### config.mk
export PLATFORM = sky130hd
export DESIGN_NAME = display_scan_driver
export DESIGN_NICKNAME = d
export VERILOG_FILES = /design/src/rtl/display_scan_driver.sv
export SDC_FILE = /design/constraint.sdc
export NUM_CORES = 1
export LEC_CHECK = 0
export BUFFER_PORTS_ARGS = -buffer_cell sky130_fd_sc_hd__buf_2
export CAP_MARGIN = 20
export CORE_ASPECT_RATIO = 0.8
export CORE_MARGIN = 5
export CORE_UTILIZATION = 50
export DETAILED_ROUTE_END_ITERATION = 8
export PLACE_DENSITY = 0.81
export REMOVE_ABC_BUFFERS = 1
export SYNTH_ARGS = -nofsm -noshare
export SYNTH_HDL_FRONTEND = slang
export SYNTH_SLANG_ARGS = --single-unit
### constraint.sdc
create_clock -name clk -period 1.98 [get_ports clk]
set_input_delay 0.198 -clock clk [delete_from_list [all_inputs] [get_ports clk]]
set_output_delay 0.198 -clock clk [all_outputs]
set_load 0.02 [all_outputs]
### src/rtl/display_scan_driver.sv
// display_scan_driver: time-multiplexed 7-segment driver for N_DIGITS hex digits.
// A free-running prescaler produces a scan tick every SCAN_DIV cycles. Each tick
// advances the digit index. seg/an are a single registered stage that follows the
// current index and the shadow register. Optional blink support is enabled by
// defining the macro DSCAN_BLINK_EN.
module display_scan_driver #(
  parameter int N_DIGITS     = 3,
  parameter int SCAN_DIV     = 50000,
  parameter int BLINK_FRAMES = 250
) (
  input  logic                  clk,
  input  logic                  reset,
  input  logic [4*N_DIGITS-1:0] digits_in,
  input  logic                  load,
  input  logic                  enable,
  input  logic                  lzb,
`ifdef DSCAN_BLINK_EN
  input  logic [N_DIGITS-1:0]   blink_mask,
`endif
  output logic [6:0]            seg,
  output logic [N_DIGITS-1:0]   an
);

  localparam int IDX_W = (N_DIGITS > 1) ? $clog2(N_DIGITS) : 1;
  localparam int CNT_W = $clog2(SCAN_DIV);

  if (N_DIGITS < 1 || N_DIGITS > 8 || SCAN_DIV < 2 || BLINK_FRAMES < 1) begin : g_bad_params
    $error("display_scan_driver: parameter out of range");
  end

  logic [4*N_DIGITS-1:0] shadow_q, shadow_d;
  logic [CNT_W-1:0]      cnt_q, cnt_d;
  logic [IDX_W-1:0]      idx_q, idx_d;
  logic [6:0]            seg_q, seg_d;
  logic [N_DIGITS-1:0]   an_q, an_d;
  logic                  tick;
  logic                  frame_wrap;
  logic [N_DIGITS-1:0]   lz_blank;
  logic [N_DIGITS-1:0]   blank;
  logic [3:0]            nib;
  logic                  blank_cur;

  function automatic logic [6:0] decode(input logic [3:0] code);
    case (code)
      4'h0: decode = 7'h7E;
      4'h1: decode = 7'h30;
      4'h2: decode = 7'h6D;
      4'h3: decode = 7'h79;
      4'h4: decode = 7'h33;
      4'h5: decode = 7'h5B;
      4'h6: decode = 7'h5F;
      4'h7: decode = 7'h70;
      4'h8: decode = 7'h7F;
      4'h9: decode = 7'h7B;
      4'hA: decode = 7'h77;
      4'hB: decode = 7'h1F;
      4'hC: decode = 7'h4E;
      4'hD: decode = 7'h3D;
      4'hE: decode = 7'h4F;
      default: decode = 7'h47;
    endcase
  endfunction

  assign tick       = (cnt_q == CNT_W'(SCAN_DIV - 1));
  assign frame_wrap = tick && (idx_q == IDX_W'(N_DIGITS - 1));

  // Shadow capture, prescaler wrap and digit index advance.
  always_comb begin
    shadow_d = load ? digits_in : shadow_q;
    cnt_d    = tick ? '0 : cnt_q + 1'b1;
    idx_d    = idx_q;
    if (tick) begin
      idx_d = frame_wrap ? '0 : idx_q + 1'b1;
    end
  end

  // Leading-zero blanking: a digit above 0 is dark when it and every higher digit is zero.
  always_comb begin
    logic all_zero;
    all_zero = 1'b1;
    lz_blank = '0;
    for (int i = N_DIGITS - 1; i >= 0; i--) begin
      all_zero = all_zero && (shadow_q[4*i +: 4] == 4'h0);
      lz_blank[i] = lzb && all_zero && (i != 0);
    end
  end

`ifdef DSCAN_BLINK_EN
  localparam int BF_W = (BLINK_FRAMES > 1) ? $clog2(BLINK_FRAMES) : 1;

  logic [BF_W-1:0] bcnt_q, bcnt_d;
  logic            phase_q, phase_d;

  // Frame counter toggles the blink phase every BLINK_FRAMES completed frames.
  always_comb begin
    bcnt_d  = bcnt_q;
    phase_d = phase_q;
    if (frame_wrap) begin
      if (bcnt_q == BF_W'(BLINK_FRAMES - 1)) begin
        bcnt_d  = '0;
        phase_d = ~phase_q;
      end else begin
        bcnt_d = bcnt_q + 1'b1;
      end
    end
  end

  // Blink counter and phase registers.
  always_ff @(posedge clk or posedge reset) begin
    if (reset) begin
      bcnt_q  <= '0;
      phase_q <= 1'b0;
    end else begin
      bcnt_q  <= bcnt_d;
      phase_q <= phase_d;
    end
  end

  assign blank = lz_blank | (phase_q ? blink_mask : '0);
`else
  assign blank = lz_blank;
`endif

  // Select the active digit and form the next segment / anode pattern.
  always_comb begin
    nib       = 4'h0;
    blank_cur = 1'b0;
    for (int i = 0; i < N_DIGITS; i++) begin
      if (idx_q == IDX_W'(i)) begin
        nib       = shadow_q[4*i +: 4];
        blank_cur = blank[i];
      end
    end
    seg_d = 7'h00;
    an_d  = '1;
    if (enable && !blank_cur) begin
      seg_d = decode(nib);
      an_d  = ~(N_DIGITS'(1) << idx_q);
    end
  end

  // State and output registers; reset forces outputs dark immediately.
  always_ff @(posedge clk or posedge reset) begin
    if (reset) begin
      shadow_q <= '0;
      cnt_q    <= '0;
      idx_q    <= '0;
      seg_q    <= 7'h00;
      an_q     <= '1;
    end else begin
      shadow_q <= shadow_d;
      cnt_q    <= cnt_d;
      idx_q    <= idx_d;
      seg_q    <= seg_d;
      an_q     <= an_d;
    end
  end

  assign seg = seg_q;
  assign an  = an_q;

endmodule

Word-level counts from Yosys, hierarchy flattened
Memory sizes are Yosys's and may differ from the RTL's.
Index checks and enable logic that the tools add are counted.
Widths: inputs -> output; s select.
{"block": "word_totals", "register_bits": 40, "wordCells": 31, "mem_count": 1, "rom_bits": 112, "out_inout_bits": 10, "inputBits": 17}
{"block": "classes", "addsub": 2, "bitwise": 1, "mux": 9, "n_eq_ne": 3, "n_reduce_logical": 9, "n_shift": 1}
{"memory": "(no name shown)", "words": 16, "word_bits": 7, "rd": 1, "rd_ports_with_merged_regs": 0, "write_ports": 0, "line_no": "44", "text": "case (code)"}
{"operator": "$add 16x1->16 const B", "count": 1}
{"operator": "$eq 16x16->1 const B", "count": 1}
{"operator": "$mux 16", "count": 1}
{"operator": "$mux 4", "count": 3}
{"operator": "$logic_not 4->1", "count": 2}
{"operator": "$mux 7", "count": 1}
{"operator": "$logic_and 1x1->1", "count": 5}
{"operator": "$mux 3", "count": 1}
{"operator": "$not 3->3", "count": 1}
{"operator": "$shl 1x2->3 const A", "count": 1}
{"operator": "$add 2x1->2 const B", "count": 1}
{"operator": "$eq 2x1->1 const B", "count": 1}
{"operator": "$eq 2x2->1 const B", "count": 1}
{"operator": "$logic_not 2->1", "count": 1}
{"operator": "$mux 1", "count": 2}
{"operator": "$mux 2", "count": 1}
{"operator": "$logic_not 1->1", "count": 1}

Longest topological paths before layout
Gate-level depths: netlist (run 1).
{"block": "logic_depth", "word_depth": 8, "depth_mapped": 10, "depth_no_buf": 8}

Worst setup path after synthesis (run 1)
Ideal clock, no wire load.
{"block": "synth_path", "kind": "register to register", "from": "register idx_q[0]", "to": "register seg_q[6] (netlist: seg[6])", "t_required_ns": 1.879, "n_path_buf": 1, "arrival_ns": 1.730, "stages_incl_launch_ff": 9, "setup_slack_ns": 0.150, "setup_time_ns": 0.101, "path_cell_list": "dfrtp_1 > buf_6 > mux2_2 > a22oi_4 > inv_1 > ha_1 > a221oi_1 > a2bb2oi_1 > o32ai_1"}
{"block": "synth_between", "elab_chain_cells": 6}
{"item": "start, declared", "line_no": "33", "text": "logic [IDX_W-1:0] idx_q, idx_d;"}
{"item": "start signal, assigned", "line_no": "153", "text": "idx_q <= idx_d;"}
{"item": "$logic_not 2->1 or $eq 2x1->1 (tied branches)", "line_no": "129", "text": "if (idx_q == IDX_W'(i)) begin"}
{"item": "$mux 4 or $mux 1 (tied branches) (2 in series)", "line_no": "129"}
{"item": "$mux 4 or $logic_not 1->1 (tied branches)", "line_no": "129, 136"}
{"item": "$mem_v2 16x7 or $logic_and 1x1->1 (tied branches)"}
{"item": "$mux 7 (*)", "line_no": "136", "text": "if (enable && !blank_cur) begin"}
{"item": "net seg_d[6]", "line_no": "34", "text": "logic [6:0] seg_q, seg_d;"}
{"item": "end signal, assigned", "line_no": "154", "text": "seg_q <= seg_d;"}
{"item": "end, declared", "line_no": "34"}
Mark *: on every way through the listed nets, which the timed path passes. The rest lies on a longest branch.
A chain may end at the register's enable or synchronous reset.

Final worst setup path (run 1)
{"block": "layout_path", "from": "register idx_q[0]", "to": "register seg_q[1] (netlist: seg[1])"}
The elaborated chain is that of the path after synthesis.

==> results of run 1 <==
per-layer routing:
layer  up-vias  wire (µm)  part of all wire
met2        44       1714              0.44
met5         -          0                 0
li1        708          -                 -
met3         5        250             0.064
met1       704       1913              0.49
met4         0         44             0.011
cell families (layout without fill, tap and decap cells):
kind of cell               Yosys count  count (layout)  share of synthesized area
AOI/OAI and AO/OA                   29              29                     0.1246
xor gates and xnor gates             7               7                    0.02993
adders and majority gates            7               7                    0.04276
buffers and inverters               15              54                    0.03665
DFF                                 40              40                     0.4905
muxes                               26              26                     0.1423
and+or+nand+nor                     51              51                     0.1332
power by group through the flow:
| stage | sequential, mW | clock [mW] | combinational [mW] |
|---|---|---|---|
| 6_report | 0.885 | 0.532 | 0.262 |
| 5_1_grt | 0.892 | 0.590 | 0.288 |
| 4_1_cts | 0.886 | 0.549 | 0.254 |
| 3_5_place_dp | 0.902 | 0 | 0.253 |
| 3_3_place_gp | 0.900 | 0 | 0.247 |
| 2_1_floorplan | 0.920 | 0 | 0.149 |
worst register-to-register path, cell delays in order, from the launching register on:
cell      delay [ns]
dfrtp_2         0.40
mux2_2          0.36
a22oi_4         0.21
inv_1           0.09
ha_1            0.20
inv_1           0.10
mux2i_1         0.09
a221oi_1        0.28
synthesized netlist by cell type, types with 2 or more instances:
master,instances
mux2_2,17
ha_1,7
mux2i_1,7
o21ai_0,2
nand3_1,7
o211ai_1,6
xor2_1,2
nor4bb_1,2
inv_1,8
a21oi_1,3
dfrtp_1,37
a221oi_1,3
buf_4,2
mux2_4,2
nor2b_1,3
nor3_1,5
dfstp_2,3
a22oi_4,2
nand2b_1,3
xnor2_1,5
buf_2,3
nand2_1,10
and3_1,3
nor2_1,11
cells in the final DEF, fill, tap and decap left out, types with 2 or more instances in the layout:
cell / count
dfrtp_1: 36
buf_2: 26
mux2_2: 17
buf_4: 12
nor2_1: 11
nand2_1: 10
inv_1: 8
mux2i_1: 7
nand3_1: 7
ha_1: 7
o211ai_1: 6
nor3_1: 5
xnor2_1: 5
clkbuf_8: 5
nor2b_1: 3
nand2b_1: 3
a21oi_1: 3
a221oi_1: 3
and3_1: 3
dfstp_2: 3
a22oi_4: 2
mux2_4: 2
nor4bb_1: 2
o21ai_0: 2
xor2_1: 2
clkinv_2: 2
path summary, 6_finish.rpt:
kind | to | from | depth (start not counted)
min | cnt_q[6] | reset | 3
max in group asynchronous | an[0] | reset | 3
min in group clk | an[0] | enable | 2
min reg2reg | cnt_q[15] | cnt_q[15] | 1
max | seg[1] | idx_q[0] | 7
max reg2reg | seg[1] | idx_q[0] | 7
per-stage QoR:
stage	hold WS, ns	total power, mW	worst slack (ns)	cell area (µm²)
after floorplan	0.2373	1.069	-0.07570	2003
after global routing	0.05575	1.770	-0.008182	2381
after detailed placement	0.3426	1.155	0.03017	2270
after global placement	0.3428	1.148	0.09537	2270
final	-0.001872	1.679	0.1342	2381
after CTS	0.01766	1.689	0.01229	2357
area by class of cell:
| class | instances | share of cell area |
|---|---|---|
| timing repair buffer | 38 | 0.09249 |
| clock inverter | 3 | 0.007882 |
| multi-input combinational | 120 | 0.4067 |
| sequential | 40 | 0.4225 |
| tap | 55 | 0.02890 |
| inverter | 8 | 0.01261 |
| clock buffer | 5 | 0.02890 |
sequential cells by signal, summed over array words and instances, names as in the netlist:
signal,cells
cnt_q,16
shadow_q,12
seg,7
an,3
idx_q,2
what timing repair did:
action	4_1_cts	5_1_grt
setup buffers	0	3
resized for setup	0	1
endpoints found under the setup margin	0	5
==> metrics.md, run 1 <==
| Metric | Value |
|---|---|
| Status | `complete, but fails checks` |
| Violations in the final reports | `negative hold slack` |
| Net Sw Frac | `0.2701` |
| Overflow after GRT | `0` |
| Fill count | `326` |
| Setup-failing EPs final | `0` |
| Most used cell, CP | `inv_1` |
| Rows | `20` |
| Asr flop ratio synth | `1.000` |
| Worst Setup End Kind | `flop` |
| CP delay by family, top | `compound AO/OA/AOI/OAI gates` |
| Clock transition at the registers of the reported paths | `0.08 ns` |
| Min Tclk post-route | `1.846 ns` |
| Startpoint Class | `flop` |
| Finished Layout Cells | `269` |
| Fin crit share | `0.9322` |
| GRT met3 Usage | `0.05067` |
| # hold bufs at CTS | `0` |
| DIE WIDTH | `81.56 µm` |
| Die height | `67.25 µm` |
| Vias in the first global route | `1,407` |
| Yosys Warn Count | `0` |
| Syn Area/Cell | `11.70 µm²` |
| Largest net degree at the start of global routing | `41` |
| CTS Sinks | `40` |
| Clk root buf | `clkbuf_8` |
| Synth Instances | `175` |
| Starting Density | `0.5281` |
| Wirelength per Cell | `14.58 µm` |
| PwrDens | `705.1 nW/µm²` |
| Ant diodes | `0` |
| Core area | `3879 µm²` |
| Worst-case clock buffer depth | `2` |
| Worst Tran Pin Value | `0.4787 ns` |
| Grt met2 use | `0.2307` |
| Crit path required time | `2.17 ns` |
| Synth area leaders | `dfrtp_1 (45%), mux2_2 (9.3%), ha_1 (4.3%)` |
| GP Congestion | `0.8310` |
| Pre-antenna DRT Iters | `4` |
| Crit path DAT | `2.03 ns` |
| Initial antenna violation count | `0` |
| Sequential Power Share | `0.527` |
| Hold slack final | `-0.001872 ns` |
| DR vias | `1,461` |
| Peak VDD IR | `576.1 µV` |
| Post-placement cell count | `258` |
| Post-Syn Area | `2048 µm²` |
| CTS tree | `built` |
| Critical Path, Cell by Cell | `mux2_2, a22oi_4, inv_1, ha_1, inv_1, mux2i_1, a221oi_1` |
| Worst-path fanout max | `5` |
| Gr busiest metal | `met2` |
| Internal Pwr Total | `1.225 mW` |
| Path type of the worst setup path | `flop to flop` |
| First-pass GRT wire length | `6.679 mm` |
| Buffers & Inverters on Critical Path | `2` |
| Layout Skew | `0.01252 ns` |
| # port buffers | `26` |
| Comb power frac | `0.156` |
| Nets | `237` |
| Ports | `27` |
| Global-route total usage across every layer | `0.1641` |
| Clk Latency, worst-skew pair | `0.30 ns` |
| Global Route met1 Usage | `0.2291` |
| Clock Power Share | `0.317` |
| Share of layout cells above drive strength 1 | `0.3505` |
| Yosys top cell area share | `0.4520` |
| Multi-input logic area | `968.4 µm²` |
| Final Max Tran Viols | `0` |
| Max-Cap Viols | `0` |
| Area delta synth->final | `16.25%` |
| Yosys cell types | `46` |
| Clock H-tree levels | `2` |
| F_max | `541.8 MHz` |
| Number of synthesized flops with an enable pin | `0` |
| Final Util | `0.6139` |
| DR iter-0 viols | `119` |
| Max incr delay on CP | `0.40 ns` |
| Die area | `5484 µm²` |
| Dpl hpwl | `2.920 mm` |
| Detailed Route WL | `3.923 mm` |
| Post-synthesis sequential area ratio | `0.4905` |
| Hold Crit Class | `input port to async pin` |
| Leakage | `1.093 nW` |
| Sequential cell area | `1006 µm²` |
| Sum Neg Setup Slack | `0 ns` |
| Dominant cell type by area after synthesis | `dfrtp_1` |
| CP max-delay cell | `dfrtp_2` |
| ANT nets after route | `0` |
| Drt drc | `0` |
| FF-to-FF setup slack | `0.13 ns` |
| Rel. slew slack | `0.6808` |
| Final Hold Viols | `5` |
| CTS Buf Count | `5` |
| Top_reg_cell synth | `dfrtp_1` |
| Sw power | `0.4534 mW` |
| DR vias/cell | `5.431` |
| Count of state elements after synthesis | `40` |
Power figures use the tool's default switching activity.
==> run 2: changes to the inputs <==
- ABC_AREA: unset -> 1
- GPL_ROUTABILITY_DRIVEN: unset -> 0
- PLACE_DENSITY: 0.81 -> 0.8
==> run 2 against run 1 <==
  * The run now ends clean
  * Synthesized cell count is 49% higher
  * Critical path depth is 3 higher
  * Clock-buffer cell count is 2 higher
  * Final cell count is 30% higher
  * Die area is 2.4% higher
  * Largest cell class unchanged
  * Highest routed layer unchanged
==> metrics.md, run 2 <==
| Metric | Value |
|---|---|
| Final Hold Viols | `0 (-5)` |
| Clk root buf | `clkbuf_8` |
| Die area | `5617 µm² (+2.4%)` |
| Initial antenna violation count | `0 (unchanged)` |
| Status | `finished, final reports clean` |
| DR iter-0 viols | `94 (-21%)` |
| Dominant cell type by area after synthesis | `dfrtp_1` |
| Synth Instances | `260 (+49%)` |
| Rel. slew slack | `0.6674 (-0.01341)` |
| CTS Sinks | `40 (unchanged)` |
| DR vias/cell | `4.852 (-11%)` |
| RSZ-0062 raised after global routing | `false` |
| PwrDens | `678.3 nW/µm² (-3.8%)` |
| Die height | `68.05 µm (+1.2%)` |
| Startpoint Class | `flop` |
| Slack of the critical path | `0.1861 ns (+0.05190 ns)` |
| Max-Cap Viols | `0 (unchanged)` |
| Setup-failing EPs final | `0 (unchanged)` |
| Buffers & Inverters on Critical Path | `3 (+1)` |
| Yosys top cell area share | `0.4397 (-0.01236)` |
| Yosys Warn Count | `0 (unchanged)` |
| Crit path DAT | `2.02 ns (about the same)` |
| First-pass GRT wire length | `7.238 mm (+8.4%)` |
| Worst-case clock buffer depth | `2 (unchanged)` |
| Drt drc | `0 (unchanged)` |
| Layout Skew | `0.003135 ns (-0.009385 ns)` |
| Detailed Route WL | `4.221 mm (+7.6%)` |
| Worst-path fanout max | `6 (+1)` |
| # port buffers | `26 (unchanged)` |
| Worst Tran Pin Value | `0.4988 ns (+0.02011 ns)` |
| Share of layout cells above drive strength 1 | `0.2313 (-0.1192)` |
| Global-route total usage across every layer | `0.1714 (+0.007228)` |
| Syn Area/Cell | `8.099 µm² (-31%)` |
| Vias in the first global route | `1,628 (+16%)` |
| Count of state elements after synthesis | `40 (unchanged)` |
| Max incr delay on CP | `0.47 ns (+0.07 ns)` |
| CP delay by family, top | `simple AND/OR/NAND/NOR gates` |
| Worst Setup End Kind | `flop` |
| Largest family of logic cells by synthesized area | `simple AND/OR/NAND/NOR gates` |
| Synth Area in Simple Gates | `0.2870 (+0.1538)` |
| Largest net degree at the start of global routing | `41 (unchanged)` |
| Overflow after GRT | `0 (unchanged)` |
| Sum Neg Setup Slack | `0 ns (unchanged)` |
| Clk Latency, worst-skew pair | `0.29 ns (about the same)` |
| Most common cell in the netlist | `nand2_1` |
| Synth Area in Adders | `0.04159 (-0.001169)` |
| Area delta synth->final | `13.78%` |
| Crit path required time | `2.20 ns (+0.03 ns)` |
| Hold Crit Class | `input port to async pin` |
| Hold slack final | `0.02157 ns (+0.02344 ns)` |
| Placed Area | `2315 µm² (+2.0%)` |
| Clock transition at the registers of the reported paths | `0.07 ns (about the same)` |
| Critical Path, Cell by Cell | `inv_2, nand3_1, nand3_1, inv_1, ha_1, inv_1, nand2_1, nand3_2, nand2_1, nor2_1` |
| DR vias | `1,703 (+17%)` |
| Post-synthesis xor/xnor area fraction | `0.01248 (-0.01746)` |
| Peak VDD IR | `522.1 µV (-9.4%)` |
| Top reg by flops | `cnt_q` |
| Post-synthesis sequential area ratio | `0.4771 (-0.01341)` |
| Leakage | `1.284 nW (+17%)` |
| Dpl hpwl | `3.225 mm (+10%)` |
| Top_reg_cell synth | `dfrtp_1` |
| Post-layout instance area | `2396 µm² (+0.63%)` |
| Synth cell count leaders | `nand2_1 (63), inv_1 (39), dfrtp_1 (37)` |
| Ant diodes | `0 (unchanged)` |
| Commonest non-fill, non-tap cell in the layout | `nand2_1` |
| CTS Buf Count | `5 (unchanged)` |
| Pre-antenna DRT Iters | `5 (+1)` |
| Yosys cell types | `22 (-52%)` |
| Path type of the worst setup path | `flop to flop` |
| Final Max Tran Viols | `0 (unchanged)` |
| DIE WIDTH | `82.56 µm (+1.2%)` |
| Post-Syn Area | `2106 µm² (+2.8%)` |
| Core area | `4125 µm² (+6.4%)` |
| Post-CTS Setup Bufs | `0 (unchanged)` |
| # hold bufs at CTS | `0 (unchanged)` |
| Wirelength per Cell | `12.03 µm (-18%)` |
| Min Tclk post-route | `1.794 ns (-0.05190 ns)` |
| Largest register FFs | `16 (unchanged)` |
| Final Util | `0.5808 (-0.03304)` |
| Complex-gate fraction of the synthesized area | `0.06061 (-0.06401)` |
| Synth area leaders | `dfrtp_1 (44%), nand2_1 (11%), inv_1 (7.0%)` |
| Starting Density | `0.5105 (-0.01760)` |
| ANT nets after route | `0 (unchanged)` |
| Asr flop ratio synth | `1.000 (unchanged)` |
| Fin crit share | `0.9060 (-0.02621)` |
| Mux share of post-synthesis cell area | `0.03743 (-0.1049)` |
| Most frequent cells in the layout | `nand2_1 (63), inv_1 (39), dfrtp_1 (37), buf_2 (26), nor2_1 (24)` |
| F_max | `557.4 MHz (+2.9%)` |
| Dpl ws | `0.2205 ns (+0.1903 ns)` |
| Ports | `27 (unchanged)` |
| Nets | `317 (+34%)` |
| Rows | `21 (+5.0%)` |
| CP max-delay cell | `dfrtp_1` |
| Post_cts resized | `0 (unchanged)` |
| CTS tree | `built` |
| Number of synthesized flops with an enable pin | `0 (unchanged)` |
| Clock H-tree levels | `2 (unchanged)` |
## run 2: cell count changes after synthesis, sizes merged, moves of 5 or more
cell and delta:
nand2 +59, inv +37, nor2 +19, nand3 +15, o21ai +13, mux2 -12, buf -7, mux2i -7
o211ai -6, xnor2 -5
## run 2: final timing paths
| check | startpoint | end | slack, ns | cells past startpoint |
|---|---|---|---|---|
| hold / removal | reset | seg[4] | 0.02 | 3 |
| min in group clk | digits_in[9] | shadow_q[9] | 0.11 | 3 |
| max in group asynchronous | reset | an[1] | 1.60 | 3 |
| setup reg to reg | idx_q[0] | seg[3] | 0.19 | 10 |
| setup / recovery | idx_q[0] | seg[3] | 0.19 | 10 |
| hold reg to reg | cnt_q[0] | cnt_q[0] | 0.47 | 1 |
## run 2: worst min-delay path, stage by stage
cell and delay [ns]:
buf_2 0.09, inv_1 0.04, buf_4 0.42
## run 2: metrics by stage
stage | power (mW) | cells
global route | 1.703 | 351
CTS | 1.643 | 351
finish | 1.625 | 351
detailed placement | 1.122 | 343
global placement | 1.116 | 343
floorplan | 1.049 | 258
## run 2: logic make-up after synthesis
logic type,Yosys count
xor gates and xnor gates,3
DFF,40
adders and majority gates,7
muxes,7
and+or+nand+nor,132
buffers and inverters,47
AOI/OAI and AO/OA,24
## run 2: power by group
group | switching, mW | total (mW) | internal [mW]
clock | 0.272 | 0.520 | 0.247
combinational | 0.144 | 0.227 | 0.0828
sequential | 0.0209 | 0.879 | 0.858
## run 2: layout make-up
class                      instances  area (µm²)
clock buffer                       7       76.32
clock inverter                     1       5.005
fill                             397        1729
inverter                          45       168.9
multi-input combinational        173       924.6
sequential                        40        1005
tap                               57       71.32
timing repair buffer              28       145.1
## run 2: layer usage
metal / share of wire / global-route usage / vias up
met5: 0 / 0 / -
met4: 0.010 / 0.06531 / 0
met3: 0.063 / 0.04737 / 7
met2: 0.43 / 0.2550 / 44
met1: 0.50 / 0.2379 / 777
li1: - / - / 875
==> run 3: changes to the inputs <==
- clock period: 1.98 -> 2.3 ns (I/O delays scaled with it)
==> run 3 against run 2 <==
  * Die area stayed put
  * Clock skew up 0.0015 ns
  * Critical path depth unchanged
  * Largest cell class unchanged
==> metrics.md, run 3 (synthesis gave the netlist of run 2 again) <==
| Metric | Value |
|---|---|
| # hold bufs at CTS | `0 (unchanged)` |
| Die area | `5617 µm² (unchanged)` |
| Min Tclk post-route | `1.852 ns (+0.05786 ns)` |
| Clock Power Share | `0.340 (+0.020)` |
| Largest register FFs | `16 (unchanged)` |
| RSZ-0062 raised after global routing | `false` |
| Max-Cap Viols | `0 (unchanged)` |
| First-pass GRT wire length | `7.086 mm (-2.1%)` |
| Wirelength per Cell | `11.55 µm (-4.0%)` |
| Drt drc | `0 (unchanged)` |
| Die height | `68.05 µm (unchanged)` |
| Vias in the first global route | `1,542 (-5.3%)` |
| Final Max Tran Viols | `0 (unchanged)` |
| Internal Pwr Total | `1.053 mW (-11%)` |
| Fin crit share | `0.8051 (-0.1009)` |
| Hold Crit Class | `input port to async pin` |
| Sw power | `0.3862 mW (-12%)` |
| Slack of the critical path | `0.4483 ns (+0.2621 ns)` |
| DIE WIDTH | `82.56 µm (unchanged)` |
| Worst Tran Pin Value | `0.4841 ns (-0.01472 ns)` |
| Overflow after GRT | `0 (unchanged)` |
| Met1 WL | `2.091 mm (-0.90%)` |
| Post_cts resized | `0 (unchanged)` |
| # port buffers | `26 (unchanged)` |
| Routed met3 length | `229 µm (-14%)` |
| Initial antenna violation count | `0 (unchanged)` |
| Core area | `4125 µm² (unchanged)` |
| Clock transition at the registers of the reported paths | `0.07 ns (about the same)` |
| Wire length on met2 | `1.636 mm (-9.1%)` |
| Most frequent cells in the layout | `nand2_1 (63), inv_1 (39), dfrtp_1 (37), buf_2 (26), nor2_1 (24)` |
| Peak VDD IR | `409.8 µV (-22%)` |
| Sequential Power Share | `0.525 (-0.016)` |
| Worst-case clock buffer depth | `2 (unchanged)` |
| Area delta synth->final | `14.02%` |
| Rows | `21 (unchanged)` |
| CTS Buf Count | `5 (unchanged)` |
| Clock H-tree levels | `2 (unchanged)` |
| Post-layout instance area | `2401 µm² (+0.21%)` |
| Worst Setup End Kind | `flop` |
| Fill count | `368 (-7.3%)` |
| DR vias | `1,646 (-3.3%)` |
| Ant diodes | `0 (unchanged)` |
| Crit path required time | `2.53 ns (+0.33 ns)` |
| Top Layer Used | `met4` |
| Finished Layout Cells | `350 (-0.28%)` |
| Worst-path fanout max | `6 (unchanged)` |
| Commonest non-fill, non-tap cell in the layout | `nand2_1` |
| PwrDens | `599.5 nW/µm² (-12%)` |
| Sum Neg Setup Slack | `0 ns (unchanged)` |
| Clk root buf | `clkbuf_8` |
| Dpl ws | `0.4711 ns (+0.2507 ns)` |
| Clk Latency, worst-skew pair | `0.30 ns (about the same)` |
| Detailed Route WL | `4.042 mm (-4.2%)` |
| Nets | `316 (-0.32%)` |
| DR iter-0 viols | `109 (+16%)` |
| Crit path DAT | `2.09 ns (+0.07 ns)` |
| Final Hold Viols | `0 (unchanged)` |
| Dpl hpwl | `3.025 mm (-6.2%)` |
| Top reg by flops | `cnt_q` |
| Post-CTS Setup Bufs | `0 (unchanged)` |
| DR vias/cell | `4.703 (-3.1%)` |
| Ports | `27 (unchanged)` |
| Share of layout cells above drive strength 1 | `0.2321 (+0.0007894)` |
| Largest net degree at the start of global routing | `41 (unchanged)` |
| Global-route total usage across every layer | `0.1698 (-0.001553)` |
| Pre-antenna DRT Iters | `4 (-1)` |
| Leakage | `1.282 nW (-0.15%)` |
| Comb power frac | `0.135 (-0.005)` |
| Final Util | `0.5820 (+0.001213)` |
| CTS Sinks | `40 (unchanged)` |
| Post-placement cell count | `342 (-0.29%)` |
| Starting Density | `0.5105 (unchanged)` |
| Rel. slew slack | `0.6773 (+0.009811)` |
| Path type of the worst setup path | `flop to flop` |
| Net Sw Frac | `0.2682 (-0.0009324)` |
| Placed Area | `2307 µm² (-0.32%)` |
| Layout Skew | `0.004594 ns (+0.001459 ns)` |
| Startpoint Class | `flop` |
| Status | `finished, final reports clean` |
| ANT nets after route | `0 (unchanged)` |
| F_max | `540.0 MHz (-3.1%)` |
| CTS tree | `built` |
| Setup-failing EPs final | `0 (unchanged)` |
==> run 3: cell types whose count changed in the layout (fill, tap and decap cells not counted), sizes merged <==
| cell | before | now |
|---|---|---|
| clkinvlp | 0 | 1 |
| clkinv | 1 | 0 |
| buf | 28 | 27 |
==> run 3: metal layers <==
layer / global-route usage / up-vias
li1: - / 870
met1: 0.2390 / 728
met2: 0.2340 / 40
met3: 0.05132 / 8
met4: 0.08776 / 0
met5: 0 / -
==> run 3: critical path, cell delays in order, from the launching register on <==
cell     delay, ns
dfrtp_1       0.46
nor2_2        0.28
nand2_1       0.08
nand3_1       0.20
inv_1         0.12
ha_1          0.30
inv_1         0.05
nand2_1       0.07
nand3_2       0.09
nand2_1       0.06
nor2_1        0.08
==> run 3: power groups by stage <==
| stage | combinational (mW) | sequential (mW) | clock (mW) |
|---|---|---|---|
| finish | 0.194 | 0.755 | 0.490 |
| global route | 0.222 | 0.759 | 0.537 |
| CTS | 0.196 | 0.756 | 0.502 |
| detailed placement | 0.196 | 0.770 | 0 |
| global placement | 0.192 | 0.768 | 0 |
| floorplan | 0.118 | 0.785 | 0 |
==> run 3: final timing paths <==
| path | start | cells after the start | slack, ns | end |
|---|---|---|---|---|
| worst max-delay path | idx_q[1] | 10 | 0.45 | seg[3] |
| worst min-delay path | reset | 3 | 0.04 | seg[4] |
| worst max register to register | idx_q[1] | 10 | 0.45 | seg[3] |
| worst min register to register | cnt_q[0] | 1 | 0.48 | cnt_q[0] |
| max in group asynchronous | reset | 3 | 1.91 | an[1] |
| min in group clk | digits_in[9] | 3 | 0.13 | shadow_q[9] |
==> run 3: layout make-up <==
class	instances	area, µm²	area share
Timing Repair Buffer	27	137.6	0.05732
Inverter	45	168.9	0.07035
Clock inverter	1	7.507	0.003127
Clock buffer	7	86.33	0.03596
Sequential cell	40	1005	0.4184
Multi-Input combinational cell	173	924.6	0.3851
Tap cell	57	71.32	0.02970
==> run 3: through the flow <==
step / hold WS [ns] / power (mW)
6_report: 0.03766 / 1.440
5_1_grt: 0.07431 / 1.519
4_1_cts: 0.05553 / 1.454
3_5_place_dp: 0.3777 / 0.9653
3_3_place_gp: 0.3737 / 0.9599
2_1_floorplan: 0.3373 / 0.9031
